[src/rtl/eau_ptr_bank.sv]
// Bank of NPTR address pointers, loaded lane by lane from the data bus, with post-inc/dec and a muxed address output.
// Define EAU_PTR_BANK_READBACK_EN to add the sequencer that serialises a pointer back onto the data bus.
module eau_ptr_bank #(
    parameter int DW   = 8,
    parameter int AW   = 16,
    parameter int NPTR = 4,
    localparam int NLANE = AW / DW,
    localparam int SW    = (NPTR > 1) ? $clog2(NPTR) : 1,
    localparam int LW    = (NLANE > 1) ? $clog2(NLANE) : 1
) (
    input  logic          clk,
    input  logic          rst_n,
    input  logic [DW-1:0] d_in,
    input  logic [SW-1:0] sel,
    input  logic          ld,
    input  logic [LW-1:0] lane,
    input  logic          inc,
    input  logic          dec,
    input  logic          ao,
    output logic [AW-1:0] a,
    input  logic          rd_req,
    output logic [DW-1:0] d_out,
    output logic          d_vld,
    output logic          busy
);

    logic [AW-1:0] ptr_q [NPTR];
    logic [AW-1:0] ptr_d [NPTR];
    logic          sel_ok;
    logic [AW-1:0] sel_ptr;

    assign sel_ok  = int'(sel) < NPTR;
    assign sel_ptr = sel_ok ? ptr_q[sel] : '0;
    assign a       = ao ? sel_ptr : '0;

    // NOTE: every always_comb output gets its default first, so no path can leave it unassigned and infer a latch.
    always_comb begin
        ptr_d = ptr_q;
        if (sel_ok) begin
            if (ld) begin
                if (int'(lane) < NLANE) begin
                    ptr_d[sel][int'(lane)*DW +: DW] = d_in;
                end
            end else if (inc && !dec) begin
                ptr_d[sel] = ptr_q[sel] + 1'b1;
            end else if (dec && !inc) begin
                ptr_d[sel] = ptr_q[sel] - 1'b1;
            end
        end
    end

    // NOTE: the pointer bank is a handful of flops, not a RAM, so clearing every entry on reset is cheap and required.
    always_ff @(posedge clk or negedge rst_n) begin
        if (!rst_n) begin
            for (int i = 0; i < NPTR; i++) begin
                ptr_q[i] <= '0;
            end
        end else begin
            ptr_q <= ptr_d;
        end
    end

`ifdef EAU_PTR_BANK_READBACK_EN
    typedef enum logic {S_IDLE, S_SHIFT} state_t;

    localparam logic [LW-1:0] LAST_LANE = LW'(NLANE - 1);

    state_t        state_q, state_d;
    logic [AW-1:0] snap_q, snap_d;
    logic [LW-1:0] cnt_q, cnt_d;
    logic [DW-1:0] d_out_q, d_out_d;

    // The snapshot is taken from ptr_q, i.e. the value before this edge's own update.
    always_comb begin
        state_d = state_q;
        snap_d  = snap_q;
        cnt_d   = cnt_q;
        d_out_d = d_out_q;
        case (state_q)
            S_IDLE: begin
                d_out_d = '0;
                if (rd_req) begin
                    snap_d  = sel_ptr;
                    cnt_d   = '0;
                    d_out_d = sel_ptr[DW-1:0];
                    state_d = S_SHIFT;
                end
            end
            S_SHIFT: begin
                if (cnt_q == LAST_LANE) begin
                    state_d = S_IDLE;
                    d_out_d = '0;
                end else begin
                    cnt_d   = cnt_q + 1'b1;
                    d_out_d = snap_q[int'(cnt_d)*DW +: DW];
                end
            end
            default: begin
                state_d = S_IDLE;
                d_out_d = '0;
            end
        endcase
    end

    always_ff @(posedge clk or negedge rst_n) begin
        if (!rst_n) begin
            state_q <= S_IDLE;
            snap_q  <= '0;
            cnt_q   <= '0;
            d_out_q <= '0;
        end else begin
            state_q <= state_d;
            snap_q  <= snap_d;
            cnt_q   <= cnt_d;
            d_out_q <= d_out_d;
        end
    end

    // A beat is on the bus exactly while the sequencer sits in SHIFT.
    assign d_out = d_out_q;
    assign d_vld = (state_q == S_SHIFT);
    assign busy  = (state_q == S_SHIFT);
`else
    logic rd_req_unused;

    assign rd_req_unused = rd_req;
    assign d_out         = '0;
    assign d_vld         = 1'b0;
    assign busy          = 1'b0;
`endif

endmodule

[config.mk]
export PLATFORM = sky130hd
export DESIGN_NAME = eau_ptr_bank
export DESIGN_NICKNAME = d
export VERILOG_FILES = /design/src/rtl/eau_ptr_bank.sv
export SDC_FILE = /design/constraint.sdc
export NUM_CORES = 1
export LEC_CHECK = 0
export ABC_AREA = 1
export CAP_MARGIN = 25
export CORE_MARGIN = 2
export CORE_UTILIZATION = 40
export DETAILED_ROUTE_END_ITERATION = 6
export PLACE_DENSITY = 0.69
export SYNTH_ARGS = -nofsm -noshare
export SYNTH_HDL_FRONTEND = slang
export SYNTH_SLANG_ARGS = --single-unit
export TNS_END_PERCENT = 10
[constraint.sdc]
create_clock -name clk -period 1.8 [get_ports clk]
set_input_delay 0.36 -clock clk [delete_from_list [all_inputs] [get_ports clk]]
set_output_delay 0.36 -clock clk [all_outputs]
set_load 0.005 [all_outputs]
==> results of run 1 <==
## worst min path at each step
stage | slack [ns] | endpoint | start
finish | 0.47 | ptr_q[22] | rst_n
global route | 0.50 | ptr_q[51] | ptr_q[51]
global placement | 0.30 | ptr_q[5] | rst_n
CTS | 0.48 | ptr_q[6] | rst_n
detailed placement | 0.30 | ptr_q[20] | rst_n
floorplan | 0.06 | ptr_q[0] | rst_n
## layout by cell type (no fill, tap or decap), types with 2 or more instances in the layout
master,instances
o21ai_1,3
buf_12,7
inv_2,12
clkinv_1,2
nand3_1,43
nor2_1,80
inv_8,2
dfrtp_1,64
clkbuf_2,2
buf_2,6
buf_6,10
conb_1,10
o21ai_0,14
clkbuf_16,9
xor2_1,2
a21oi_2,7
buf_4,93
nand4_1,6
clkbuf_1,4
nand2_1,233
nand3_2,29
o21ai_4,3
dlygate4sd2_1,8
nor2_4,16
nand2_2,49
ha_4,2
buf_8,2
nand3_4,5
o21ai_2,8
inv_4,2
a21oi_1,67
nand2_4,16
nor2_2,13
clkdlybuf4s50_1,13
clkbuf_8,2
inv_1,35
## per-layer routing
metal | share of wire, % | global-route usage [%] | up-vias
li1 | - | - | 2664
met1 | 41 | 35.5 | 2591
met2 | 46 | 40.2 | 317
met3 | 10 | 6.67 | 53
met4 | 3.0 | 9.76 | 0
met5 | 0 | 0 | -
## report_power, final
group / switching, mW / internal (mW) / leakage [nW]
sequential: 0.267 / 1.81 / 0.786
combinational: 1.80 / 1.24 / 2.55
clock: 0.617 / 1.00 / 0.130
## logic make-up after synthesis
kind of cell               share of synthesized area [%]
AOI/OAI and AO/OA                                   11.3
xor gates and xnor gates                           0.359
adders and majority gates                          0.513
buffers and inverters                               9.39
DFF                                                 32.8
other                                             0.0769
and+or+nand+nor                                     45.6
## area by class of cell
cell class                      count  area, µm²  share of cell area (%)
Multi-Input combinational cell    614       3350                    48.2
Sequential cell                    64       1600                    23.1
Timing Repair Buffer              145       1300                    18.8
Clock buffer                       15        268                    3.85
Inverter                           52        216                    3.12
Tap cell                          147        184                    2.65
Timing Repair inverter              2       22.5                   0.324
## through the flow
| stage | cells | setup slack (ns) | util (%) |
|---|---|---|---|
| 3_5_place_dp | 1000 | -0.834 | 49.9 |
| 3_3_place_gp | 1000 | -0.816 | 49.9 |
| 2_1_floorplan | 766 | -0.102 | - |
| 6_report | 1039 | -0.278 | 58.1 |
| 4_1_cts | 1037 | -0.226 | 55.8 |
| 5_1_grt | 1039 | -0.297 | 58.1 |
## worst reg2reg max path: stages (launching register included)
cell and delay, ns:
dfrtp_1 0.40, nand3_2 0.09, nand2_2 0.08, buf_4 0.15
nor2_4 0.10, buf_4 0.14, buf_4 0.09, nand2_1 0.04
nor2_1 0.22, o21ai_0 0.19, nand3_1 0.16, nand2_2 0.11
nand2_1 0.09, nand2_1 0.06
## repair_timing
| action | 4_1_cts | 5_1_grt |
|---|---|---|
| hold buffers | 1 | 0 |
| endpoints found under the setup margin | 77 | 80 |
| gates resized for setup | 105 | 88 |
| gates cloned | 3 | 0 |
| setup buffers | 18 | 4 |
| endpoints found under the hold margin | 14 | 0 |
| pin swaps | 32 | 30 |
==> flow_summary_export.csv, run 1 <==
group,metric,value,unit
synth,yosysMostFrequentCell,"nand2_1",
synth,postSynthAreaPerCell,6.44,µm²
floorplan,dieArea,13100,µm²
clocking,clock_path_buffers,2,
placement,post_dp_cell_area,5970,µm²
clocking,htree_levels,3,
finish,diodes,0,
synth,yosys_warnings,0,
floorplan,die_h,114,µm
worst_setup_path,cp.required,2.03,ns
worst_setup_path,r2r-start,"ptr_q[5]",
timing,setup_tns,-3.39,ns
detailed_routing,ant_nets,0,
finish,drive_gt1_share,34.0,%
floorplan,coreArea,12000,µm²
finish,area_growth,42.4,%
finish,final_cell_area,6950,µm²
timing,rsz0062_at_grt,"true",
synth,synthCells,757,
floorplan,io_pins,44,
synth,async_flop_share,100,%
worst_setup_path,r2r_slack,-0.24,ns
placement,dp_hpwl,11.6,mm
worst_setup_path,cp-start-kind,"input port",
worst_setup_path,critical_path.endpoint_type,"register",
detailed_routing,wl,17.4,mm
worst_setup_path,critPathTopFamily,"simple AND/OR/NAND/NOR gates",
worst_setup_path,cp_data_arrival_time,2.30,ns
global_route,grt.overflow.total,0,
power,ir_drop,0.515,mV
detailed_routing,drc,0,
timing,setup_ws,-0.278,ns
detailed_routing,wire_per_inst,16.7,µm
worst_setup_path,cp-endpoint,"ptr_q[54]",
timing,maxSlewViolCount,0,
synth,ys_seq_area_share,32.8,%
detailed_routing,drt-initial-drc-count,690,
synth,syn_area,4880,µm²
timing,whs,0.471,ns
worst_setup_path,crit_path_top_delay_cell,"bufbuf_16",
clocking,clk_latency,0.34,ns
floorplan,initial_utilization,40.8,%
global_route,grtUsageTotal,26.2,%
timing,period_share,115,%
clocking,clk_pin_slew,0.06,ns
synth,synth_area_leader_cell,"dfrtp_1",
synth,synth_top_area_share,32.8,%
timing,clock.fmax,481,MHz
worst_setup_path,max_stage_delay,0.27,ns
detailed_routing,vias,5625,
synth,synth_edf_count,0,
global_route,grt_pass1_wl,26.2,mm
detailed_routing,drt_first_pass_iters,7,
synth,yosys-top-cells-area,"dfrtp_1, nand2_1, a21oi_1, nand3_1, nor2_1",
run_status,status,"finished with violations",
hold_path,hp-class,"in -> async",
timing,setup_violations,43,
finish,nFillCells,1062,
worst_setup_path,cp-startpoint,"sel[1]",
clocking,root_buffer,"clkbuf_16",
placement,io_buffers,32,
floorplan,die_w,114,µm
synth,yosys_most_used_dff,"dfrtp_1",
run,maxCapViolCount,0,
power,power_density,969,nW/µm²
finish,regMostFlops,"ptr_q",
power,finalPower,6.73,mW
synth,ys_seq_elements,64,
worst_setup_path,path_cells,"buf_4 > bufbuf_16 > buf_4 > nand3_2 > nand2_2 > nor2_4 > nand4_1 > nor2_1 > o21ai_0 > nand3_1 > nand2_2 > nand2_1 > nand2_1",
global_route,antenna_found_initial,0,
synth,synth.distinct_cells,33,
floorplan,row_count,40,
global_route,grt_pass1_vias,5161,
clocking,cts_made_buffers,9,
finish,top_regs,"ptr_q x64",
worst_setup_path,cp_max_fo,5,
clocking,cts_tree,"built",
timing,finalHoldViolCount,0,
synth,ys_top_cells_by_count,"nand2_1, nor2_1, a21oi_1, nand3_1, dfrtp_1",
worst_setup_path,reg2regPathDepth,13,
timing,fin_skew,0.00883,ns
detailed_routing,routed_via_density,5.41,
global_route,grt_start_max_net_pins,40,
clocking,cts_sinks,64,
timing,fin_crit,2.08,ns
placement,place.gp.congestion,0.949,
power,leakagePower,3.47,nW
finish,largest_register_ffs,64,
run_status,violations,"negative setup slack",
worst_setup_path,cp_num_cells,13,
finish,finalNetCount,908,
worst_setup_path,r2r_end,"ptr_q[54]",
worst_setup_path,crit_buf_inv,3,
worst_setup_path,critical_path_class,"in -> reg",
Note: power is estimated with default switching activity, not from simulation.
==> run 2, diff against run 1 <==
--- a/config.mk
+++ b/config.mk
@@ -7,7 +7,7 @@
 export LEC_CHECK = 0
 export ABC_AREA = 1
 export CAP_MARGIN = 25
-export CORE_MARGIN = 2
+export CORE_MARGIN = 1
 export CORE_UTILIZATION = 40
 export DETAILED_ROUTE_END_ITERATION = 6
 export PLACE_DENSITY = 0.69
==> run 2 against run 1 <==
The flow still finishes with violations (negative setup slack). Sequential cell count did not move. Sequential power barely moved. Largest cell class unchanged. Die area fell by 3.5%. Non-clock buffer count rose by 31.
==> flow_summary_export.csv, run 2 (synthesized netlist as in run 1, its figures left out) <==
group,metric,value,unit
clocking,cts_made_buffers,9,
floorplan,initial_utilization,41.8,%
placement,io_buffers,32,
detailed_routing,drt-initial-drc-count,788,
timing,period_share,110,%
worst_setup_path,r2r_slack,-0.16,ns
finish,layout_common_cells,"nand2_1, buf_4, nor2_1",
run_status,violations,"negative setup slack",
global_route,grt.met1_usage,37.6,%
worst_setup_path,reg2regPathDepth,15,
clocking,root_buffer,"clkbuf_16",
timing,rsz0062_at_grt,"true",
timing,fin_skew,0.00727,ns
floorplan,dieArea,12600,µm²
finish,nFillCells,913,
timing,fin_crit,1.98,ns
hold_path,worstHoldEndpoint,"ptr_q[32]",
floorplan,die_w,112,µm
timing,setup_ws,-0.181,ns
global_route,grt_start_max_net_pins,33,
clocking,htree_levels,3,
run_status,status,"finished with violations",
global_route,grt_util_met3,5.72,%
worst_setup_path,cp_max_fo,6,
clocking,cts_tree,"built",
finish,multiInputGateArea,3450,µm²
hold_path,hp-class,"reg -> reg",
timing,setup_tns,-4.06,ns
worst_setup_path,critical_path_class,"in -> reg",
clocking,cts_sinks,64,
finish,drive_gt1_share,39.0,%
global_route,grtUsageTotal,27.9,%
clocking,clock_path_buffers,2,
global_route,antenna_found_initial,0,
finish,area_growth,51.0,%
finish,final_common_cell,"nand2_1",
global_route,grt_pass1_wl,27.2,mm
placement,placed_cells,1008,
finish,ff_latch_area,1600,µm²
placement,dp_hpwl,11.8,mm
worst_setup_path,r2r-start,"ptr_q[48]",
hold_path,worstHoldStart,"ptr_q[32]",
detailed_routing,wl,18.8,mm
global_route,busiest_layer,"met2",
clocking,clk_pin_slew,0.05,ns
detailed_routing,drt_first_pass_iters,5,
timing,setup_violations,60,
floorplan,io_pins,44,
floorplan,coreArea,11700,µm²
worst_setup_path,r2r_end,"ptr_q[26]",
detailed_routing,vias,5943,
finish,largest_register_ffs,64,
power,ir_drop,0.418,mV
finish,finalNetCount,939,
detailed_routing,ant_nets,0,
detailed_routing,wire_per_inst,17.7,µm
detailed_routing,routed_via_density,5.58,
clocking,clk_latency,0.34,ns
power,power_density,968,nW/µm²
worst_setup_path,cp-start-kind,"input port",
finish,finalNonFillerCells,1066,
global_route,grt.overflow.total,0,
worst_setup_path,cp.required,2.02,ns
timing,finalHoldViolCount,0,
power,leakagePower,3.67,nW
finish,diodes,0,
floorplan,row_count,39,
finish,top_regs,"ptr_q x64",
hold_path,whs_path_depth,2,
global_route,grt_util_met2,44.4,%
floorplan,die_h,112,µm
timing,maxSlewViolCount,0,
worst_setup_path,cp_data_arrival_time,2.20,ns
global_route,grt_pass1_vias,5274,
worst_setup_path,critical_path.endpoint_type,"register",
run,maxCapViolCount,0,
detailed_routing,drc,0,
finish,regMostFlops,"ptr_q",
placement,place.gp.congestion,0.908,
timing,clock.fmax,505,MHz
-- run 2: cell types whose count changed in the layout (fill, tap and decap cells not counted), sizes merged --
cell	previous run	this run
buf	119	148
dlymetal6s2s	1	0
clkdlybuf4s15	0	3
bufinv	0	1
clkinv	2	5
clkbuf	17	13
-- run 2: metrics by stage --
| step | util [%] | hold slack [ns] | total power [mW] | worst slack (ns) | cell area [µm²] |
|---|---|---|---|---|---|
| 2_1_floorplan | - | 0.0644 | 3.66 | -0.102 | 4990 |
| 3_3_place_gp | 51.7 | 0.343 | 4.59 | -0.707 | 6030 |
| 3_5_place_dp | 51.7 | 0.340 | 4.63 | -0.761 | 6030 |
| 6_report | 63.2 | 0.486 | 7.13 | -0.181 | 7370 |
| 5_1_grt | 63.2 | 0.505 | 7.47 | -0.242 | 7370 |
| 4_1_cts | 58.2 | 0.484 | 6.58 | -0.126 | 6790 |
-- run 2: worst max path at each step --
stage / slack [ns] / startpoint / end
2_1_floorplan: -0.10 / sel[0] / ptr_q[58]
3_3_place_gp: -0.71 / sel[1] / ptr_q[14]
3_5_place_dp: -0.76 / sel[1] / ptr_q[14]
4_1_cts: -0.13 / sel[0] / a[14]
5_1_grt: -0.24 / ptr_q[32] / ptr_q[56]
6_report: -0.18 / sel[0] / ptr_q[26]
-- run 2: metal layers --
metal	routed length [µm]	up-vias
li1	-	2722
met1	7720	2820
met2	8840	347
met3	1690	54
met4	561	0
met5	0	-
-- run 2: timing repair --
item | 4_1_cts | 5_1_grt
pin swaps | 23 | 66
cloned | 4 | 3
hold buffers | 1 | 0
buffers inserted | 20 | 15
gates resized for setup | 115 | 120
endpoints found under the setup margin | 78 | 80
endpoints found under the hold margin | 15 | 0
-- run 2: power by group --
part	internal [mW]	total, mW	switching [mW]
clock network	1.09	1.73	0.636
registers	1.81	2.08	0.269
logic	1.38	3.33	1.95
total	4.28	7.13	2.86
-- run 2: worst max-delay path, stage by stage --
cell and delay, ns:
buf_12 0.12, buf_12 0.15, inv_16 0.08, nand2_1 0.05, nand2_1 0.07, nand2_2 0.07, nand2_4 0.10, buf_6 0.12
ha_4 0.15, inv_4 0.05, nor2_4 0.12, nand2_4 0.08, nor2_4 0.13, nand2_1 0.07, nand2_2 0.08, nand3_2 0.16
nand3_1 0.17, a21oi_2 0.06
-- run 2: layout make-up --
class                      instances  area share [%]
clock buffer                      11            3.29
clock inverter                     4           0.611
inverter                          52            3.01
multi-input combinational        614            46.8
sequential                        64            21.7
tap                              143            2.43
timing repair buffer             176            21.7
timing repair inverter             2           0.391
